$ cat src/rtl/stream_pkg.sv
// Shared types and constants for the 1-to-2 stream demultiplexer.
// occ_t gives the occupancy states of each per-port 2-entry buffer.
package stream_pkg;
    localparam int BUF_DEPTH  = 2;
    localparam int DEFAULT_CW = 8;

    typedef enum logic [1:0] {
        EMPTY = 2'd0,
        ONE   = 2'd1,
        FULL  = 2'd2
    } occ_t;
endpackage

$ cat src/rtl/stream_demux1to2_fifo2.sv
// Two-entry FIFO with a registered head word.
// A push while FULL is dropped; the parent never issues one.
module fifo2
    import stream_pkg::*;
#(
    parameter int N = 4
) (
    input  logic         clk,
    input  logic         rstN,
    input  logic         push,
    input  logic [N-1:0] din,
    input  logic         pop,
    output logic [N-1:0] dout,
    output logic         valid,
    output logic         full
);
    occ_t         occ, occ_nxt;
    logic [N-1:0] head, head_nxt;
    logic [N-1:0] tail, tail_nxt;

    always_ff @(posedge clk or negedge rstN) begin
        if (!rstN) begin
            occ  <= EMPTY;
            head <= '0;
            tail <= '0;
        end else begin
            occ  <= occ_nxt;
            head <= head_nxt;
            tail <= tail_nxt;
        end
    end

    always_comb begin
        occ_nxt  = occ;
        head_nxt = head;
        tail_nxt = tail;
        case (occ)
            EMPTY: begin
                if (push) begin
                    occ_nxt  = ONE;
                    head_nxt = din;
                end
            end
            ONE: begin
                case ({push, pop})
                    2'b10: begin
                        occ_nxt  = FULL;
                        tail_nxt = din;
                    end
                    2'b01: occ_nxt = EMPTY;
                    // Simultaneous push and pop: new word replaces the head.
                    2'b11: head_nxt = din;
                    default: ;
                endcase
            end
            FULL: begin
                if (pop) begin
                    occ_nxt  = ONE;
                    head_nxt = tail;
                end
            end
            default: occ_nxt = EMPTY;
        endcase
    end

    assign dout  = head;
    assign valid = (occ != EMPTY);
    assign full  = (occ == FULL);
endmodule

$ cat src/rtl/stream_demux1to2.sv
// Registered 1-to-2 stream demux: route words by sel into per-port FIFOs.
// Port index 1 is A (sel=1), index 0 is B (sel=0).
module stream_demux1to2
    import stream_pkg::*;
#(
    parameter int N  = 4,
    parameter int CW = DEFAULT_CW
) (
    input  logic          clk,
    input  logic          rstN,
    input  logic          in_valid,
    input  logic          in_sel,
    input  logic [N-1:0]  in_data,
    output logic          in_ready,
    output logic          a_valid,
    input  logic          a_ready,
    output logic [N-1:0]  a,
    output logic [CW-1:0] a_count,
    output logic          b_valid,
    input  logic          b_ready,
    output logic [N-1:0]  b,
    output logic [CW-1:0] b_count
);
    localparam int PORTS = 2;

    logic [PORTS-1:0]         push, pop, valid, full, rdy;
    logic [PORTS-1:0][N-1:0]  dout;
    logic [PORTS-1:0][CW-1:0] cnt;

    // Readiness looks only at registered full flags, never at consumer ready.
    assign in_ready = rstN & ~full[in_sel];
    assign rdy      = {a_ready, b_ready};

    for (genvar k = 0; k < PORTS; k++) begin : g_port
        assign push[k] = in_valid & in_ready & (in_sel == 1'(k));
        assign pop[k]  = valid[k] & rdy[k];

        fifo2 #(.N(N)) u_fifo (
            .clk  (clk),
            .rstN (rstN),
            .push (push[k]),
            .din  (in_data),
            .pop  (pop[k]),
            .dout (dout[k]),
            .valid(valid[k]),
            .full (full[k])
        );

        always_ff @(posedge clk or negedge rstN) begin
            if (!rstN)       cnt[k] <= '0;
            else if (pop[k]) cnt[k] <= cnt[k] + 1'b1;
        end
    end

    assign a_valid = valid[1];
    assign a       = dout[1];
    assign a_count = cnt[1];
    assign b_valid = valid[0];
    assign b       = dout[0];
    assign b_count = cnt[0];
endmodule

$ cat config.mk
export PLATFORM = sky130hd
export DESIGN_NAME = stream_demux1to2
export DESIGN_NICKNAME = d
export VERILOG_FILES = /design/src/rtl/stream_pkg.sv /design/src/rtl/stream_demux1to2_fifo2.sv /design/src/rtl/stream_demux1to2.sv
export SDC_FILE = /design/constraint.sdc
export NUM_CORES = 1
export LEC_CHECK = 0
export ABC_AREA = 1
export CORE_AREA = 5 5 64 66
export CTS_CLUSTER_DIAMETER = 80
export DETAILED_ROUTE_END_ITERATION = 12
export DIE_AREA = 0 0 69 71
export PLACE_DENSITY = 0.91
export SLEW_MARGIN = 0
export SYNTH_ARGS = -nofsm -noshare
export SYNTH_HDL_FRONTEND = slang
export SYNTH_SLANG_ARGS = --single-unit
$ cat constraint.sdc
create_clock -name clk -period 3.8 [get_ports clk]
set_clock_uncertainty 0.2 [all_clocks]
set_input_delay 0.57 -clock clk [delete_from_list [all_inputs] [get_ports clk]]
set_output_delay 0.57 -clock clk [all_outputs]
set_load 0.05 [all_outputs]
## Yosys cells after proc, flatten, opt, wreduce, memory -nomap -nowiden

Index checks and enable logic that the tools add are counted.

- Add/subtract/negate cells: 2
- Multipliers: 0
- Div/mod/pow operators: 0
- Order comparisons: 1
- Equal/unequal tests: 18
- Shift-type cells: 0
- Multiplexer cells: 18
- Bitwise operators: 8
- Reductions and logical operators: 12

Operators with widths:

| kind | count |
|---|---|
| 4-bit 2-to-1 mux | 6 |
| 4-bit one-hot mux with 3 select lines | 2 |
| 8-bit by 1-bit adder with 8-bit output (second input constant) | 2 |
| 2-bit equality test (second input constant) | 6 |
| 2-bit one-hot mux with 3 select lines | 2 |
| 2-bit by 1-bit equality test with 1-bit output (second input constant) | 4 |
| 2-bit 2-to-1 mux | 4 |
| 2-bit by 1-bit != test with 1-bit output (second input constant) | 4 |
| 2-bit one-hot mux with 2 select lines | 2 |
| 4-bit AND reduction | 2 |
| 1-bit bitwise AND | 6 |
| 3-bit by 2-bit != test with 1-bit output (second input constant) | 2 |
| 3-bit AND reduction | 2 |
| 3-bit nonzero test | 2 |
| 2-bit logical NOT | 2 |
| 2-bit != test (second input constant) | 2 |
| 2-bit AND reduction | 2 |
| 2-bit nonzero test | 2 |
| 1-bit by 2-bit < comparator with 1-bit output (second input constant) | 1 |
| 1-bit 2-to-1 mux | 2 |
| 1-bit inverter | 2 |

- Register bits after elaboration: 36
- Bits in latches: 0
- RAM bits: 0
- ROM bits: 0
- Bits of input ports: 10
- Output and inout port bits: 27
- Logic and storage cells: 67
- Memories: 0

## Logic depth before layout (Yosys ltp)

Gate-level depths: netlist of the first run.

- Depth after elaboration: 10
- Depth in mapped cells: 9
- Mapped depth without buffers: 9

## Hierarchy

From an unflattened synthesis of the first run, not the netlist that was laid out.

- Cells, all modules: 235
- Area total of the unflattened synthesis: 1921.8 um2

By module, submodules not included:

| module | instances | cells an instance | area an instance (um2) | sequential area each (um2) |
|---|---|---|---|---|
| fifo2 | 2 | 68 | 556.8 | 250.2 |
| stream_demux1to2 | 1 | 99 | 808.3 | 400.4 |

## Worst setup path before layout of the first run

Ideal clock, no wire load.

- Path kind: input to register
- Start: input in_sel
- End: register g_port[1].u_fifo.head[0]
- Setup time: 0.119 ns
- Data arrival time: 1.626 ns
- Slack: 1.855 ns
- Stages: 8
- Buffers on the path: 0
- Cell sequence: nand3_1 > nand2_1 > nor2_2 > nand3_2 > nand2_4 > nand2_4 > nand2_1 > nand2_1

- Cells in the longest elaborated chain, start to end: 9

Ends and longest elaborated chain:

| element | line | source |
|---|---|---|
| from (decl) | stream_demux1to2.sv:12 | `input logic in_sel,` |
| 1-bit 2-to-1 mux (not written as such) * (2 in a row) | stream_demux1to2.sv:31 | `assign in_ready = rstN & ~full[in_sel];` |
| 1-bit inverter * | stream_demux1to2.sv:31 |  |
| 1-bit bitwise AND * | stream_demux1to2.sv:31 |  |
| via in_ready | stream_demux1to2.sv:14 | `output logic in_ready,` |
| 1-bit bitwise AND * (2 in a row) | stream_demux1to2.sv:35 | `assign push[k] = in_valid & in_ready & (in_sel == 1'(k));` |
| 2-bit equality test | stream_demux1to2_fifo2.sv:45 | `case ({push, pop})` |
| 2-bit != test (no source line) | -- |  |
| 4-bit AND reduction (no source line) * | -- |  |
| to (signal assigned) | stream_demux1to2_fifo2.sv:28 | `head <= head_nxt;` |
| to (decl) | stream_demux1to2_fifo2.sv:18 | `logic [N-1:0] head, head_nxt;` |

Mark *: on every way through the listed nets, which the timed path passes. The rest lies on a longest branch. The select of a mux whose other input is x is not followed.
A chain may end at the register's enable or synchronous reset.

## Worst setup path after layout of the first run

- Start: input in_sel
- End: output in_ready

- Cells in the longest elaborated chain, start to end: 4

Ends and longest elaborated chain:

| element | line |
|---|---|
| 1-bit 2-to-1 mux (not written as such) (2 in a row) | stream_demux1to2.sv:31 |
| 1-bit inverter | stream_demux1to2.sv:31 |
| 1-bit bitwise AND | stream_demux1to2.sv:31 |
| to (decl) | stream_demux1to2.sv:14 |

No other way between the ends. The select of a mux whose other input is x is not followed.

==> results of run 1 <==
[state kept, by name, indices dropped and copies added (netlist names)]
| signal | count |
|---|---|
| a_count | 8 |
| b_count | 8 |
| g_port.u_fifo.tail | 8 |
| g_port.u_fifo.occ | 4 |
| g_port.u_fifo.dout | 8 |
[power groups by stage]
| stage | logic [mW] | registers (mW) | clock network [mW] |
|---|---|---|---|
| 2_1_floorplan | 0.224 | 0.922 | 0 |
| 3_3_place_gp | 0.777 | 0.621 | 0 |
| 3_5_place_dp | 0.791 | 0.624 | 0 |
| 4_1_cts | 0.796 | 0.619 | 0.193 |
| 5_1_grt | 0.845 | 0.642 | 0.211 |
| 6_report | 0.788 | 0.618 | 0.190 |
[path summary, 6_finish.rpt]
kind                       slack [ns]  cells past startpoint                        to                    start
hold reg to reg                  0.28                      1                a_count[7]               a_count[7]
max in group asynchronous        2.95                      2  g_port[1].u_fifo.dout[2]                     rstN
setup / recovery                 0.84                      5                  in_ready                   in_sel
min in group clk                 0.28                      1                a_count[7]               a_count[7]
setup reg to reg                 2.15                      8  g_port[1].u_fifo.dout[2]  g_port[0].u_fifo.occ[1]
hold / removal                   0.12                      2  g_port[0].u_fifo.dout[2]                     rstN
[final cells by class]
| class | count | area, sq um | share of cell area |
|---|---|---|---|
| clock buffers | 6 | 41.3 | 0.0182 |
| clock inverters | 1 | 5.00 | 0.00220 |
| inverters | 29 | 109 | 0.0479 |
| multi-input cells | 139 | 795 | 0.349 |
| flip-flops and latches | 36 | 901 | 0.396 |
| well taps | 48 | 60.1 | 0.0264 |
| repair buffers | 37 | 363 | 0.160 |
[synth_stat cells]
library cell / count
a21oi_1: 2
nand4_2: 1
o22ai_1: 1
nand3_1: 7
nor3_2: 1
nand2_1: 58
o21ai_0: 15
nor2_4: 2
nand2_2: 1
dfrtp_1: 36
buf_2: 1
xor2_1: 8
a21oi_2: 1
nand3_2: 3
ha_1: 2
nor2_1: 8
inv_1: 27
xnor2_1: 6
nand2_4: 4
nor2_2: 8
inv_2: 2
nand3b_1: 2
o22ai_4: 1
nand4_1: 7
o21ai_2: 1
[placed cells by master (no fill, tap or decap), types with 3 or more instances in the layout]
| cell type | Yosys | layout |
|---|---|---|
| nand2_4 | 4 | 4 |
| nor2_2 | 8 | 8 |
| xnor2_1 | 6 | 6 |
| nand3_1 | 7 | 7 |
| nand2_1 | 58 | 58 |
| dfrtp_1 | 36 | 36 |
| nand3_2 | 3 | 3 |
| clkbuf_4 | 0 | 5 |
| clkdlybuf4s50_1 | 0 | 35 |
| inv_1 | 27 | 27 |
| nand4_1 | 7 | 7 |
| nor2_1 | 8 | 8 |
| xor2_1 | 8 | 8 |
| o21ai_0 | 15 | 15 |
[stage by stage]
step | setup WS (ns) | total power, mW | util | hold WS, ns
finish | 0.838 | 1.60 | 0.645 | 0.117
CTS | 0.821 | 1.61 | 0.645 | 0.135
detailed placement | 0.829 | 1.42 | 0.632 | 0.258
floorplan | 1.86 | 1.15 | - | 0.0744
global placement | 0.890 | 1.40 | 0.632 | 0.255
global route | 0.740 | 1.70 | 0.645 | 0.145
[per-layer routing]
metal  vias up  track usage  share of wire
met5         -            0              0
met4         0       0.0651          0.015
met3         6       0.0597          0.049
met2        30        0.238           0.45
met1       659        0.217           0.48
li1        733            -              -
[kinds of logic after synthesis]
family                   Yosys count  synth area share
AO/OA/AOI/OAI                     21            0.0712
XOR/XNOR                          14            0.0678
adder cells (fa/ha/maj)            2            0.0138
buffers and inverters             30            0.0629
flip-flops                        36             0.498
AND/OR/NAND/NOR                  102             0.286
==> reports/results.ini, run 1 <==
[drt]
dr.pass1.iters=4
routed_wirelength_um=3650
avgViaCountPerCell=4.82
avgRoutedWirePerCell_um=12.3
drtIter0Drc=81
drtAntennaViolNets=0
drc_errors=0
vias=1428

[worst_setup_path]
path_cells=clkdlybuf4s50_1 > nand3_1 > nand2_1 > nor2_2 > clkdlybuf4s50_1
cp_max_fo=4
setup.worst_path.end_class=output pin
critPathArrivalTime_ns=2.19
crit_slowest_cell=clkdlybuf4s50_1
cp-start-kind=input port
crit_required_ns=3.03
cpMostUsedCell=clkdlybuf4s50_1
slowest_delay_ns=0.82
cp_top_family=buffers and inverters
worst-path-buf-inv=2
crit_type=in2out

[cells_and_area]
area_growth_pct=25.7
final_area_sq_um=2270
final-instance-count-excl-fill=296
nNetsFinal=260
fillers=313
layout-drive-gt1-share=0.133
diodes=0

[clock_network]
cts_tree=done
post_cts.repair.setup_buffers=0
clock_path_buffers=2
htree_levels=2
clock_sinks=36
ctsRootBufferMaster=clkbuf_4
numCtsBuffers=5
clkLatencyLatePin_ns=0.35
ctsHoldBuffers=0
cts.reportedPaths.clkPinSlew_ns=0.11
cts_resized=0

[power_and_ir_drop]
power_leakage_nw=1.13
p_sw_frac=0.476
cellPowerDensity_nw_per_um2=702
power_frac_seq=0.387
intPower_mw=0.837
p_clk_frac=0.119
p_switching_mw=0.760
peakVddDrop_mv=0.387
comb_power_share=0.494

[global_routing]
grt_overflow=0
track_usage=0.162
antenna_found_initial=0
grt_pass1_vias=1397
grt_pass1_wl_um=6330
grt_max_degree=39

[sta]
tns_ns=0
setup_violations=0
slew_violations=0
hold_violations=0
fmax_mhz=338
rsz0062_at_grt=false
maxSlewHeadroom=0.654
worstMarginPinSlew_ns=0.517
fin_crit_sh=0.779
min_period_ns=2.96

[placed_design]
place_area_sq_um=2230
dp.cells=289
place.gp.congestion=0.815
port_buffers=36
post-dp-hpwl_um=2700

[synth]
ys_seq_elements=36
synthesis.area_sq_um=1810
synth-seq-area-share=0.498
synth_nets=217
synthCells=205
syn_area_per_cell_sq_um=8.83
synthTopCellsByArea=dfrtp_1, nand2_1, inv_1, o21ai_0, xor2_1
yosysTopAreaCell=dfrtp_1
yosysTopAreaCellShare=0.498
ys_warn_count=0
synth_cell_types=25

[floorplanning]
dieArea_sq_um=4900
pin_count=37
core-area_sq_um=3520
start_util=0.513
die_h_um=71
fp-row-count=22
dieWidth_um=69

[hold_path]
min_path_type=in2async

[job]
max-cap-violations=0

[status]
status=finished clean

Note: power is estimated with default switching activity, not from simulation.
==> inputs of run 2 (changes only) <==
- CORE_AREA: 5 5 64 66 -> 5 5 66 68
- DIE_AREA: 0 0 69 71 -> 0 0 71 73
- PLACE_DENSITY: 0.91 -> 0.86
- clock period: 3.8 -> 2.9 ns (I/O delays scaled with it)
==> run 2 against run 1 <==
Effect of this change:
- non-clock buffer count rose by 1
- first-iteration DRC count increased by 25%
- sequential power grew 31%
- global-route usage rose by 0.070 points
- clock power increased to 3.2 times the previous value
- sequential share of layout area down 2.2 points
- combinational power rose by 31%
- setup slack lost 0.30 ns
- via count is 2.1% higher
- design area grew 5.9%
- critical path type is now reg2out
- largest cell class unchanged
==> reports/results.ini, run 2 (same netlist as run 1, synthesis figures left out) <==
[power_and_ir_drop]
total_power_mw=2.46
cellPowerDensity_nw_per_um2=1020
peakVddDrop_mv=0.675
power_leakage_nw=1.19

[global_routing]
grt_pass1_vias=1489
antenna_found_initial=0
grt_pass1_wl_um=6690
track_usage=0.163
grt_max_degree=33
grt_overflow=0

[cells_and_area]
final_common_cell=nand2_1
nNetsFinal=261
diodes=0
area_growth_pct=33.1
final_cell_mix=nand2_1, dfrtp_1, clkdlybuf4s50_1
fillers=318
layout-drive-gt1-share=0.144

[hold_path]
min_path_type=reg2reg
hold_path.startpoint=a_count[7]

[floorplanning]
start_util=0.476
pin_count=37
die_h_um=73
fp-row-count=23
dieArea_sq_um=5180
dieWidth_um=71
core-area_sq_um=3800

[drt]
drtAntennaViolNets=0
avgRoutedWirePerCell_um=12.2
routed_wirelength_um=3650
avgViaCountPerCell=4.86
drtIter0Drc=101
drc_errors=0
dr.pass1.iters=4
vias=1458

[clock_network]
ctsRootBufferMaster=clkbuf_8
ctsHoldBuffers=1
numCtsBuffers=5
cts_resized=0
clock_sinks=36
htree_levels=2
clkLatencyLatePin_ns=0.29
post_cts.repair.setup_buffers=0
cts_tree=done
clock_path_buffers=2
cts.reportedPaths.clkPinSlew_ns=0.07

[worst_setup_path]
cp_max_fo=7
crit_type=reg2out
reg2reg_from=g_port[0].u_fifo.occ[1]
cp-start-kind=flop
setup.worst_path.end_class=output pin
setup.worst_path.start=g_port[0].u_fifo.occ[1]
critPathArrivalTime_ns=1.73
crit_required_ns=2.27

[job]
max-cap-violations=0

[sta]
worstMarginPinSlew_ns=0.512
rsz0062_at_grt=false
hold_violations=0
fin_crit_sh=0.814
tns_ns=0
slew_violations=0
setup_violations=0
min_period_ns=2.36
layout_setup_ws_ns=0.539
fmax_mhz=424
maxSlewHeadroom=0.658

[placed_design]
place.gp.congestion=0.830
post-dp-hpwl_um=2700
post-place-ws_ns=0.809
port_buffers=36

[status]
status=finished clean

## run 2: path summary, 6_finish.rpt
kind / slack (ns) / end / cells after the start
min in group asynchronous: 0.32 / g_port[1].u_fifo.dout[0] / 2
worst max-delay path: 0.54 / b_valid / 3
worst max register to register: 1.15 / g_port[0].u_fifo.tail[0] / 5
worst min-delay path: 0.27 / a_count[7] / 1
max in group asynchronous: 1.55 / a_count[6] / 3
worst min register to register: 0.27 / a_count[7] / 1
## run 2: final cells by class
cell class	instances	area, sq um	share of cell area
flip-flops and latches	36	901	0.374
repair buffers	38	383	0.159
multi-input cells	139	795	0.330
inverters	29	109	0.0452
clock inverters	3	90.1	0.0374
clock buffers	5	68.8	0.0286
well taps	50	62.6	0.0260
## run 2: worst max-delay path: stages, from the launching register on
cell	delay, ns
dfrtp_1	0.48
nor2_1	0.11
inv_1	0.06
clkdlybuf4s50_1	0.79
## run 2: metal layers
layer	up-vias	global-route usage	part of all wire
met5	-	0	0
met4	0	0.0877	0.013
met3	5	0.0455	0.046
met2	33	0.261	0.50
met1	691	0.201	0.44
li1	729	-	-
## run 2: metrics by stage
stage	hold slack [ns]	utilization	area, sq um	cells
6_report	0.272	0.634	2410	300
5_1_grt	0.300	0.634	2410	300
4_1_cts	0.275	0.634	2410	300
3_5_place_dp	0.0730	0.590	2240	291
3_3_place_gp	0.0727	0.590	2240	291
2_1_floorplan	-0.0606	-	1810	205
## run 2: where the power goes
group          leakage (nW)  internal [mW]  total [mW]  switching [mW]
clock                0.0784          0.430       0.612           0.182
combinational         0.665          0.338        1.03           0.694
sequential            0.451          0.672       0.812           0.140
total                  1.19           1.44        2.46            1.02
==> inputs of run 3 (changes only) <==
- CORE_AREA: 5 5 66 68 -> 5 5 69 71
- DIE_AREA: 0 0 71 73 -> 0 0 74 76
- PLACE_DENSITY: 0.86 -> 0.83
- clock period: 2.9 -> 2 ns (I/O delays scaled with it)
==> run 3 against run 2 <==
Effect of this change:
- via count shrank 1.0%
- sequential share of layout area grew 1.6 points
- clock power shrank 13%
- critical endpoint is now in_ready
- setup slack lost 0.45 ns
- critical path depth grew 2
- sequential cell count is the same
- cell count grew 1.3%
- non-clock buffer count grew 2
- global-route usage shrank 1.4 points
- largest power group unchanged
==> reports/results.ini, run 3 (same netlist as run 1, synthesis figures left out) <==
[floorplanning]
dieArea_sq_um=5620
die_h_um=76
dieWidth_um=74
pin_count=37
start_util=0.433
fp-row-count=24
core-area_sq_um=4170

[sta]
slew_violations=0
tns_ns=0
rsz0062_at_grt=false
fin_crit_sh=0.954
min_period_ns=1.91
maxSlewHeadroom=0.735
setup_violations=0
fmax_mhz=524
worstMarginPinSlew_ns=0.398
hold_violations=0

[clock_network]
numCtsBuffers=5
cts.reportedPaths.clkPinSlew_ns=0.07
clock_path_buffers=2
post_cts.repair.setup_buffers=0
clkLatencyLatePin_ns=0.29
cts_tree=done
htree_levels=2
clock_sinks=36
ctsRootBufferMaster=clkbuf_8

[drt]
avgViaCountPerCell=4.75
vias=1443
avgRoutedWirePerCell_um=12.6
dr.pass1.iters=4
drc_errors=0
drtIter0Drc=54
drtAntennaViolNets=0
routed_wirelength_um=3830

[global_routing]
grt_pass1_wl_um=6570
grt_overflow=0
track_usage=0.149
grt_max_degree=32
antenna_found_initial=0
grt_pass1_vias=1438

[worst_setup_path]
crit_required_ns=1.50
cp-start-kind=input port
r2r_cells=5
cp_max_fo=5
crit_type=in2out
setup.worst_path.end_class=output pin
crit_slowest_cell=dlygate4sd3_1
setup.worst_path.start=rstN
reg2reg_from=g_port[0].u_fifo.occ[1]
path_cells=dlygate4sd3_1 > buf_2 > nand2_1 > nor2_2 > buf_12
critPathArrivalTime_ns=1.41
slowest_delay_ns=0.53

[power_and_ir_drop]
power_leakage_nw=1.21
cellPowerDensity_nw_per_um2=1370
peakVddDrop_mv=1.22

[cells_and_area]
final_area_sq_um=2310
final_cell_mix=nand2_1, dfrtp_1, inv_1, buf_4, o21ai_0
nNetsFinal=263
final_common_cell=nand2_1
diodes=0
area_growth_pct=27.8
layout-drive-gt1-share=0.242

[placed_design]
port_buffers=36
place_area_sq_um=2200
post-dp-hpwl_um=2890
place.gp.congestion=0.782

[hold_path]
min_delay_path_depth=2
min_path_type=reg2reg
hold_path.startpoint=g_port[1].u_fifo.dout[0]

[job]
max-cap-violations=0

[status]
status=finished clean

==> run 3: routing by layer <==
metal,part of all wire,GRT usage,up-vias,routed length [um]
met5,0,0,-,0
met4,0.019,0.0543,0,73
met3,0.041,0.0409,6,158
met2,0.49,0.242,25,1870
met1,0.45,0.187,677,1730
li1,-,-,735,-
==> run 3: worst paths after layout <==
check                           slack, ns                       end
worst max-delay path                 0.09                  in_ready
worst min-delay path                 0.27  g_port[1].u_fifo.dout[0]
worst max register to register       0.27  g_port[0].u_fifo.tail[0]
worst min register to register       0.27  g_port[1].u_fifo.dout[0]
max in group asynchronous            0.56  g_port[1].u_fifo.dout[0]
min in group asynchronous            0.47  g_port[1].u_fifo.tail[2]
==> run 3: power by group <==
group | leakage, nW | internal [mW] | switching, mW
combinational | 0.718 | 0.438 | 1.02
sequential | 0.451 | 0.976 | 0.211
clock | 0.0455 | 0.281 | 0.250
total | 1.21 | 1.69 | 1.48
==> run 3: worst max-delay path: cells and delay by family <==
kind          cells  cell delay, ns
buf+inv           3            0.85
simple gates      2            0.25
==> run 3: cell type report <==
| type | instances | area [sq um] |
|---|---|---|
| Fill cell | 390 | 1860 |
| Sequential cell | 36 | 901 |
| Multi-Input combinational cell | 139 | 800 |
| Timing Repair Buffer | 40 | 348 |
| Inverter | 29 | 109 |
| Clock buffer | 8 | 90.1 |
| Tap cell | 52 | 65.1 |
==> run 3: repair_timing <==
item | 4_1_cts | 5_1_grt
endpoints found under the setup margin | 0 | 1
gates resized for setup | 0 | 1
hold buffers | 2 | 0
hold endpoints to repair | 5 | 0
==> run 3: through the flow <==
stage	setup slack (ns)	std cells	power, mW	hold slack [ns]	utilization
floorplan	0.153	205	2.18	-0.196	-
global route	0.0246	304	3.37	0.301	0.554
finish	0.0910	304	3.17	0.273	0.554
CTS	0.0538	304	3.20	0.278	0.553
detailed placement	0.0708	294	2.66	-0.0360	0.526
global placement	0.117	294	2.61	-0.0418	0.526
